==> src/rtl/pipe_hazard_scoreboard_if.sv <==
// rtl/pipe_hazard_scoreboard_if.sv - decoder-to-scoreboard issue/hazard bundle
// Forward select ports exist only when PIPE_FWD_EN is defined.
interface pipe_hazard_scoreboard_if #(
    parameter int AW = 5
`ifdef PIPE_FWD_EN
    ,
    parameter int DEPTH = 3
`endif
);
    logic          d_valid;
    logic [AW-1:0] d_ra1;
    logic [AW-1:0] d_ra2;
    logic [1:0]    d_read;
    logic [AW-1:0] d_wa1;
    logic [AW-1:0] d_wa2;
    logic [1:0]    d_write;
    logic          ex_cres;
    logic          flush;
    logic          stall;
    logic          issue;
    logic [3:0]    inflight;
    logic [15:0]   stall_cnt;
`ifdef PIPE_FWD_EN
    logic [DEPTH-1:0] fwd1_sel;
    logic [DEPTH-1:0] fwd2_sel;
`endif

    modport master (
        output d_valid, d_ra1, d_ra2, d_read, d_wa1, d_wa2, d_write, ex_cres, flush,
`ifdef PIPE_FWD_EN
        input  fwd1_sel, fwd2_sel,
`endif
        input  stall, issue, inflight, stall_cnt
    );

    modport slave (
        input  d_valid, d_ra1, d_ra2, d_read, d_wa1, d_wa2, d_write, ex_cres, flush,
`ifdef PIPE_FWD_EN
        output fwd1_sel, fwd2_sel,
`endif
        output stall, issue, inflight, stall_cnt
    );
endinterface

==> src/rtl/pipe_hazard_scoreboard.sv <==
// rtl/pipe_hazard_scoreboard.sv - RAW hazard scoreboard with cancel, flush and stall counting
// Optional forwarding selects are built when PIPE_FWD_EN is defined.
module pipe_hazard_scoreboard #(
    parameter int AW          = 5,
    parameter int DEPTH       = 3,
    parameter int COND_STAGE  = 1,
    parameter int FLUSH_DEPTH = 1,
    parameter int WB_THROUGH  = 0
`ifdef PIPE_FWD_EN
    ,
    parameter int FWD_STAGE   = 1
`endif
) (
    input  logic                   clk,
    input  logic                   rst,
    pipe_hazard_scoreboard_if.slave bus
);
    localparam int CHK = (WB_THROUGH != 0) ? DEPTH - 1 : DEPTH;

    logic [DEPTH-1:0] r_v;
    logic [1:0]       r_we  [DEPTH];
    logic [AW-1:0]    r_wa1 [DEPTH];
    logic [AW-1:0]    r_wa2 [DEPTH];
    logic [3:0]       r_inflight;
    logic [15:0]      r_stall_cnt;

    logic [DEPTH-1:0] w_m1;
    logic [DEPTH-1:0] w_m2;
    logic [DEPTH-1:0] w_nv;
    logic [1:0]       w_nwe [DEPTH];
    logic             w_stall;
    logic             w_issue;

    always_comb begin
        w_m1 = '0;
        w_m2 = '0;
        for (int k = 0; k < CHK; k++) begin
            w_m1[k] = bus.d_read[0] & r_v[k] &
                      ((r_we[k][0] & (r_wa1[k] == bus.d_ra1)) |
                       (r_we[k][1] & (r_wa2[k] == bus.d_ra1)));
            w_m2[k] = bus.d_read[1] & r_v[k] &
                      ((r_we[k][0] & (r_wa1[k] == bus.d_ra2)) |
                       (r_we[k][1] & (r_wa2[k] == bus.d_ra2)));
        end
    end

`ifdef PIPE_FWD_EN
    localparam logic [DEPTH-1:0] ONE     = DEPTH'(1);
    localparam logic [DEPTH-1:0] FWD_LOW = DEPTH'((1 << FWD_STAGE) - 1);

    logic [DEPTH-1:0] w_y1;
    logic [DEPTH-1:0] w_y2;
    logic             w_s1;
    logic             w_s2;

    // Lowest set bit is the youngest producer; it alone decides the source.
    always_comb begin
        w_y1         = w_m1 & (~w_m1 + ONE);
        w_y2         = w_m2 & (~w_m2 + ONE);
        w_s1         = |(w_y1 & FWD_LOW);
        w_s2         = |(w_y2 & FWD_LOW);
        w_stall      = bus.d_valid & (w_s1 | w_s2);
        bus.fwd1_sel = (bus.d_valid & ~w_s1) ? w_y1 : '0;
        bus.fwd2_sel = (bus.d_valid & ~w_s2) ? w_y2 : '0;
    end
`else
    assign w_stall = bus.d_valid & (|{w_m1, w_m2});
`endif

    assign w_issue = bus.d_valid & ~w_stall & ~bus.flush;

    always_comb begin
        w_nv = '0;
        for (int k = 0; k < DEPTH; k++) begin
            w_nwe[k] = 2'b00;
        end
        w_nv[0]  = w_issue;
        w_nwe[0] = w_issue ? bus.d_write : 2'b00;
        for (int k = 1; k < DEPTH; k++) begin
            if (!(bus.flush && (k < FLUSH_DEPTH))) begin
                w_nv[k]  = r_v[k-1];
                w_nwe[k] = r_we[k-1];
                // Failed condition keeps the slot occupied but drops its writes.
                if ((k - 1 == COND_STAGE) && !bus.ex_cres) begin
                    w_nwe[k] = 2'b00;
                end
            end
        end
    end

    always_ff @(posedge clk) begin
        if (rst) begin
            r_v         <= '0;
            r_inflight  <= '0;
            r_stall_cnt <= '0;
            for (int k = 0; k < DEPTH; k++) begin
                r_we[k] <= 2'b00;
            end
        end else begin
            r_v        <= w_nv;
            r_inflight <= 4'($countones(w_nv));
            for (int k = 0; k < DEPTH; k++) begin
                r_we[k] <= w_nwe[k];
            end
            if (w_stall && (r_stall_cnt != 16'hFFFF)) begin
                r_stall_cnt <= r_stall_cnt + 16'd1;
            end
        end
    end

    // Addresses are only meaningful under their write enables, so no reset.
    always_ff @(posedge clk) begin
        r_wa1[0] <= bus.d_wa1;
        r_wa2[0] <= bus.d_wa2;
        for (int k = 1; k < DEPTH; k++) begin
            r_wa1[k] <= r_wa1[k-1];
            r_wa2[k] <= r_wa2[k-1];
        end
    end

    assign bus.stall     = w_stall;
    assign bus.issue     = w_issue;
    assign bus.inflight  = r_inflight;
    assign bus.stall_cnt = r_stall_cnt;
endmodule
==> src/flat_wrapper.sv <==
// flat-port wrapper written by rule: the top's interface ports become plain ports
module pipe_hazard_scoreboard_flat 
#(
    parameter int AW          = 5,
    parameter int DEPTH       = 3,
    parameter int COND_STAGE  = 1,
    parameter int FLUSH_DEPTH = 1,
    parameter int WB_THROUGH  = 0

)
  (clk, rst, bus_d_valid, bus_d_ra1, bus_d_ra2, bus_d_read, bus_d_wa1, bus_d_wa2, bus_d_write, bus_ex_cres, bus_flush, bus_stall, bus_issue, bus_inflight, bus_stall_cnt);
  pipe_hazard_scoreboard_if #(.AW(AW)) bus_i ();
  input  logic clk;
  input  logic rst;
  input wire logic [$bits(bus_i.d_valid)-1:0] bus_d_valid;
  input wire logic [$bits(bus_i.d_ra1)-1:0] bus_d_ra1;
  input wire logic [$bits(bus_i.d_ra2)-1:0] bus_d_ra2;
  input wire logic [$bits(bus_i.d_read)-1:0] bus_d_read;
  input wire logic [$bits(bus_i.d_wa1)-1:0] bus_d_wa1;
  input wire logic [$bits(bus_i.d_wa2)-1:0] bus_d_wa2;
  input wire logic [$bits(bus_i.d_write)-1:0] bus_d_write;
  input wire logic [$bits(bus_i.ex_cres)-1:0] bus_ex_cres;
  input wire logic [$bits(bus_i.flush)-1:0] bus_flush;
  output wire logic [$bits(bus_i.stall)-1:0] bus_stall;
  output wire logic [$bits(bus_i.issue)-1:0] bus_issue;
  output wire logic [$bits(bus_i.inflight)-1:0] bus_inflight;
  output wire logic [$bits(bus_i.stall_cnt)-1:0] bus_stall_cnt;
  assign bus_i.d_valid = bus_d_valid;
  assign bus_i.d_ra1 = bus_d_ra1;
  assign bus_i.d_ra2 = bus_d_ra2;
  assign bus_i.d_read = bus_d_read;
  assign bus_i.d_wa1 = bus_d_wa1;
  assign bus_i.d_wa2 = bus_d_wa2;
  assign bus_i.d_write = bus_d_write;
  assign bus_i.ex_cres = bus_ex_cres;
  assign bus_i.flush = bus_flush;
  assign bus_stall = bus_i.stall;
  assign bus_issue = bus_i.issue;
  assign bus_inflight = bus_i.inflight;
  assign bus_stall_cnt = bus_i.stall_cnt;
  pipe_hazard_scoreboard #(.AW(AW), .DEPTH(DEPTH), .COND_STAGE(COND_STAGE), .FLUSH_DEPTH(FLUSH_DEPTH), .WB_THROUGH(WB_THROUGH)) u_core (.clk(clk), .rst(rst), .bus(bus_i));
endmodule
==> config.mk <==
export PLATFORM = sky130hd
export DESIGN_NAME = pipe_hazard_scoreboard_flat
export DESIGN_NICKNAME = d
export VERILOG_FILES = /design/src/rtl/pipe_hazard_scoreboard_if.sv /design/src/rtl/pipe_hazard_scoreboard.sv /design/src/flat_wrapper.sv
export SDC_FILE = /design/constraint.sdc
export NUM_CORES = 1
export LEC_CHECK = 0
export ABC_AREA = 1
export CAP_MARGIN = 5
export CORE_MARGIN = 2
export CORE_UTILIZATION = 35
export CTS_BUF_LIST = sky130_fd_sc_hd__clkbuf_8 sky130_fd_sc_hd__clkbuf_16
export DETAILED_ROUTE_END_ITERATION = 16
export HOLD_SLACK_MARGIN = 0.06
export SLEW_MARGIN = 20
export SYNTH_ARGS = -nofsm -noshare
export SYNTH_HDL_FRONTEND = slang
export SYNTH_SLANG_ARGS = --single-unit
==> constraint.sdc <==
create_clock -name clk -period 2.5 [get_ports clk]
set_clock_uncertainty 0.1 [all_clocks]
set_input_delay 0.25 -clock clk [delete_from_list [all_inputs] [get_ports clk]]
set_output_delay 0.25 -clock clk [all_outputs]
set_load 0.03 [all_outputs]
==> reports/metrics.cfg, run 1 <==
[floorplanning]
num_io_pins=51
fp-row-count=34
start_util=0.360
dieArea_um2=9740
die_y_um=98.7
core_region_area_um2=8720
die-width_um=98.7

[detailed_routing]
wl_mm=8.55
wl_per_cell_um=12.3
vias=3220
drt_first_pass_iters=5
via_per_inst=4.63
drc=0
ant_nets=0
drt_iter0_drc=143

[clock_tree]
worstSkewPairLatency_ns=0.34
cts_tree=yes
ctsHtreeMaxLevel=3
clkTransAtPathRegs_ns=0.06
root_buffer=clkbuf_8
cts_max_path_buffers=2
cts.sinks=58
cts_buffers=9

[timing]
finalCriticalPeriod_ns=2.33
hold_ws_ns=0.249
finalSetupTns_ns=0
worst_slack_ns=0.175
hold_violations=0
rsz0062_at_grt=no
finalCritPeriodShare=0.930
fmax_ghz=0.430
drv_slew=0
setup_viol=0

[pwr]
irDropWorstVdd_uv=242
p_per_area_nw_per_um2=569
power.total_mw=2.32
power_leakage_nw=2.12

[synthesis]
synth-seq-area-share=0.370
avgSynthCellArea_um2=6.01
synth_cell_type_count=27
yosys_warnings=0
synth_area_um2=3140
syn_inst=522
synth_nets=556
ys_ff_latch=58

[final_layout]
nNetsFinal=616
drive_gt1_frac=0.0784
insertedDiodeCount=0
syn_to_final_growth_pct=30.0

[worst_setup_path]
path_buf_inv=3
cpLargestDelayFamily=simple AND/OR/NAND/NOR gates
path_max_fanout=3
crit_top_cell=nand2_1
critical_path_class=reg2out
worstPathRequired_ns=2.15
critical_path.slowest_cell=dfxtp_1
cp-end-kind=output port
setup.worst_path.start_class=flop
cp_cell_sequence=inv_1 -> nand2_1 -> nand2_1 -> nor2_2 -> nand3_1 -> nand2_1 -> nand2_1 -> nand2_1 -> nor2_4 -> nand2_4 -> nor3_4 -> buf_6 -> buf_6
cp_slowest_stage_delay_ns=0.34
cp.arrival_ns=1.98

[place]
io_buffer_count=49
dp_slack_ns=-0.240
gp_congestion=0.939
dp_hpwl_mm=6.55

[grt]
grt_pass1_vias=3026
grt-ovfl-total=0
track_usage=0.184
antenna_found_initial=0
grt_pass1_wl_mm=14.2
grt_max_degree=28

[status]
status=complete, no violations

[hold_path]
hold_path.class=in2reg

[flow_run]
maxCapViolCount=0

[final timing paths]
path                      startpoint                endpoint  slack, ns  cells after the start
setup / recovery  u_core.r_wa1[0][3]               bus_issue       0.17                     13
hold / removal          bus_d_wa1[3]      u_core.r_wa1[0][3]       0.25                      1
setup reg to reg  u_core.r_wa1[0][3]  u_core.bus.inflight[2]       0.21                     16
hold reg to reg   u_core.r_wa1[0][7]     u_core.r_wa1[0][12]       0.27                      0
[cell usage in the layout (no fill, tap or decap), types with 2 or more instances in the layout]
cell type and count:
dfxtp_1 58, nor2_2 2, nand3_1 30, o21ai_1 6
dlymetal6s2s_1 9, a21oi_1 2, nand4_1 17, nor2_1 87
clkbuf_8 11, buf_6 3, bufinv_16 3, and3_1 2
xor2_1 2, nor3_1 5, o21ai_0 9, inv_2 9
clkdlybuf4s50_1 37, nand2_1 194, ha_1 4, buf_4 10
inv_1 74
[power by group]
| part | switching, mW | internal, mW |
|---|---|---|
| sequential | 0.0281 | 0.955 |
| combinational | 0.144 | 0.100 |
| clock | 0.380 | 0.713 |
[layout make-up]
type	count	area [um^2]
tap	108	135
inverter	83	314
sequential	58	1160
multi-input combinational	369	1610
clock inverter	5	101
clock buffer	11	151
timing repair buffer	61	606
fill	897	4640
[cells in the mapped netlist]
library cell | number | area, um^2
nand3_1 | 30 | 150
xnor2_1 | 1 | 8.76
buf_1 | 1 | 3.75
nor3_1 | 5 | 25.0
inv_1 | 73 | 274
nor2_2 | 2 | 12.5
and3_1 | 2 | 12.5
buf_2 | 2 | 10.0
buf_6 | 1 | 11.3
fa_1 | 1 | 20.0
inv_2 | 10 | 37.5
buf_4 | 3 | 22.5
dfxtp_1 | 58 | 1160
conb_1 | 1 | 3.75
xor2_1 | 2 | 17.5
a21oi_1 | 3 | 15.0
nor4_1 | 1 | 6.26
nor2_1 | 88 | 330
nand2_4 | 1 | 11.3
nand2_1 | 194 | 728
ha_1 | 4 | 50.1
o21ai_0 | 9 | 45.0
clkbuf_1 | 5 | 18.8
nand4_1 | 17 | 106
o21ai_1 | 6 | 30.0
nor3_4 | 1 | 16.3
nand3_2 | 1 | 10.0
[state kept, by name, indices dropped and copies added (netlist names)]
| register | count |
|---|---|
| u_core.r_wa1 | 15 |
| u_core.bus.inflight | 3 |
| u_core.r_we | 6 |
| u_core.bus.stall_cnt | 16 |
| u_core.r_wa2 | 15 |
| u_core.r_v | 3 |
[stage by stage]
stage / util / cells / instance area [um^2]
6_report: 0.468 / 695 / 4080
5_1_grt: 0.468 / 695 / 4080
4_1_cts: 0.461 / 693 / 4020
3_5_place_dp: 0.432 / 677 / 3770
3_3_place_gp: 0.432 / 677 / 3770
2_1_floorplan: - / 522 / 3140
[repair_timing]
action / in CTS / in global routing
buffers inserted: 0 / 1
hold buffers: 0 / 0
resized for setup: 1 / 16
gates cloned: 0 / 1
pin swaps: 0 / 3
setup endpoints to repair: 1 / 3
[metal layers]
metal	vias to the layer above	share of wire	global-route usage
met5	-	0	0
met4	0	0.014	0.0548
met3	10	0.052	0.0390
met2	78	0.45	0.294
met1	1436	0.49	0.251
li1	1696	-	-
[logic make-up (layout without fill, tap and decap cells)]
family	after synthesis	count (layout)	synth area share
buffers and inverters	95	160	0.120
AOI/OAI and AO/OA	18	18	0.0287
other	1	1	0.00120
DFF	58	58	0.370
adders and majority gates	5	5	0.0223
and+or+nand+nor	342	342	0.449
xor gates and xnor gates	3	3	0.00837
Note: power is estimated with default switching activity, not from simulation.
==> run 2, diff against run 1 <==
==> constraint.sdc (replaced) <==
create_clock -name clk -period 2.7 [get_ports clk]
set_clock_uncertainty 0.1 [all_clocks]
set_input_delay 0.27 -clock clk [delete_from_list [all_inputs] [get_ports clk]]
set_output_delay 0.27 -clock clk [all_outputs]
set_load 0.03 [all_outputs]
==> run 2 against run 1 <==
  * Sequential share of layout area grew 0.56 points
  * Routed wire length grew 0.77%
  * Worst hold slack gained 0.016 ns
  * Critical endpoint is now bus_stall
  * Largest power group is now registers
==> reports/metrics.cfg, run 2 (synthesis results as in run 1) <==
[final_layout]
insertedDiodeCount=0  ; unchanged
syn_to_final_growth_pct=27.5
drive_gt1_frac=0.0718  ; -0.00657
fin_area_um2=4000  ; -1.9%
final_common_cell=nand2_1
nNetsFinal=615  ; -0.16%
largest_register_ffs=16  ; unchanged
final_cell_count_no_fill=693  ; -0.29%
final_util=0.459  ; -0.00904
most-common-layout-cells=nand2_1, nor2_1, inv_1

[clock_tree]
cts.sinks=58  ; unchanged
postCtsSetupBuffers=0  ; unchanged
root_buffer=clkbuf_8
cts_buffers=9  ; unchanged
clkTransAtPathRegs_ns=0.06  ; about the same
worstSkewPairLatency_ns=0.35  ; about the same
cts_max_path_buffers=2  ; unchanged
cts_tree=yes
ctsHtreeMaxLevel=3  ; unchanged

[place]
placed_area_um2=3770  ; +0.20%
gp_congestion=0.890  ; -5.2%
dp_hpwl_mm=6.57  ; +0.34%
io_buffer_count=49  ; unchanged
dp_cells=678  ; +0.15%

[timing]
drv_slew=0  ; unchanged
setup_viol=0  ; unchanged
finalCriticalPeriod_ns=2.51
fmax_ghz=0.398
finalCritPeriodShare=0.930
hold_violations=0  ; unchanged
rsz0062_at_grt=no
hold_ws_ns=0.266  ; +0.0162 ns

[grt]
track_usage=0.188  ; +0.00399
grt-ovfl-total=0  ; unchanged
grt_max_degree=28  ; unchanged
grt_pass1_wl_mm=14.6  ; +2.4%
antenna_found_initial=0  ; unchanged
grt_pass1_vias=3064  ; +1.3%

[pwr]
p_per_area_nw_per_um2=505  ; -11%
irDropWorstVdd_uv=186  ; -23%
power_leakage_nw=2.04  ; -3.9%

[hold_path]
hold_path.class=in2reg

[floorplanning]
die_y_um=98.7  ; unchanged
num_io_pins=51  ; unchanged
core_region_area_um2=8720  ; unchanged
die-width_um=98.7  ; unchanged
start_util=0.360  ; unchanged
fp-row-count=34  ; unchanged
dieArea_um2=9740  ; unchanged

[detailed_routing]
vias=3187  ; -1.0%
drc=0  ; unchanged
ant_nets=0  ; unchanged
wl_mm=8.61  ; +0.77%
via_per_inst=4.60  ; -0.74%
drt_iter0_drc=227  ; +59%
drt_first_pass_iters=4  ; -1
wl_per_cell_um=12.4  ; +1.1%

[worst_setup_path]
setup.worst_path.start_class=primary input
critical_path_class=in2out
path_max_fanout=8  ; +5
cp-end-kind=output port
worstPathRequired_ns=2.33  ; +0.18 ns
cp.arrival_ns=2.14  ; +0.16 ns

[flow_run]
maxCapViolCount=0  ; unchanged

[status]
status=complete, no violations

-- run 2: cell types whose count changed in the layout (fill, tap and decap cells not counted), sizes merged --
cell / before / now
clkbuf: 11 / 10
clkdlybuf4s50: 37 / 44
dlygate4sd2: 1 / 0
bufinv: 3 / 2
buf: 14 / 13
dlymetal6s2s: 9 / 3
clkinv: 0 / 1
-- run 2: layout make-up --
type                       instances  area [um^2]
sequential                        58         1160
tap                              108          135
clock buffer                      10          138
timing repair buffer              60          576
multi-input combinational        369         1600
clock inverter                     5         80.1
inverter                          83          312
fill                             918         4720
-- run 2: power breakdown --
group,internal (mW),total (mW),switching (mW)
Combinational,0.0911,0.221,0.129
Sequential,0.884,0.911,0.0270
Clock,0.538,0.890,0.353
Total,1.51,2.02,0.509
-- run 2: final timing paths --
kind / to / startpoint / slack, ns / cells past startpoint
min reg2reg: u_core.r_wa1[0][12] / u_core.r_wa1[0][7] / 0.28 / 0
max: bus_stall / bus_d_ra1[3] / 0.19 / 12
max reg2reg: u_core.bus.inflight[2] / u_core.r_wa2[0][4] / 0.48 / 16
min: u_core.r_wa2[0][0] / bus_d_wa2[0] / 0.27 / 1
-- run 2: per-stage QoR --
stage	TNS [ns]	total power, mW	worst slack (ns)
3_3_place_gp	-0.152	1.15	-0.120
5_1_grt	0	2.11	0.0422
6_report	0	2.02	0.190
3_5_place_dp	-0.138	1.15	-0.117
4_1_cts	0	2.05	0.118
2_1_floorplan	0	1.05	0.344
-- run 2: per-layer routing --
| layer | global-route usage | part of all wire | vias up |
|---|---|---|---|
| li1 | - | - | 1700 |
| met2 | 0.279 | 0.43 | 81 |
| met5 | 0 | 0 | - |
| met1 | 0.258 | 0.48 | 1391 |
| met4 | 0.0759 | 0.020 | 0 |
| met3 | 0.0532 | 0.064 | 15 |
-- run 2: worst max-delay path: stages --
cell	delay (ns)
clkdlybuf4s50_1	0.55
nand2_1	0.18
nand2_1	0.07
nor2_1	0.18
nand3_1	0.10
nand2_1	0.10
nand2_1	0.05
nand2_1	0.07
nor2_2	0.05
buf_4	0.13
a21oi_1	0.19
buf_4	0.20
-- run 2: timing repair --
action                     in CTS  in global routing
hold buffers                    0                  0
setup endpoints to repair       0                  2
resized for setup               0                  3
==> run 3, diff against run 2 <==
--- a/config.mk
+++ b/config.mk
@@ -10,6 +10,7 @@
 export CORE_MARGIN = 2
 export CORE_UTILIZATION = 35
 export CTS_BUF_LIST = sky130_fd_sc_hd__clkbuf_8 sky130_fd_sc_hd__clkbuf_16
+export CTS_CLUSTER_SIZE = 16
 export DETAILED_ROUTE_END_ITERATION = 16
 export HOLD_SLACK_MARGIN = 0.06
 export SLEW_MARGIN = 20
==> results of run 3 <==
Same layout as run 2: the final DEF is identical, and so are final timing and power.
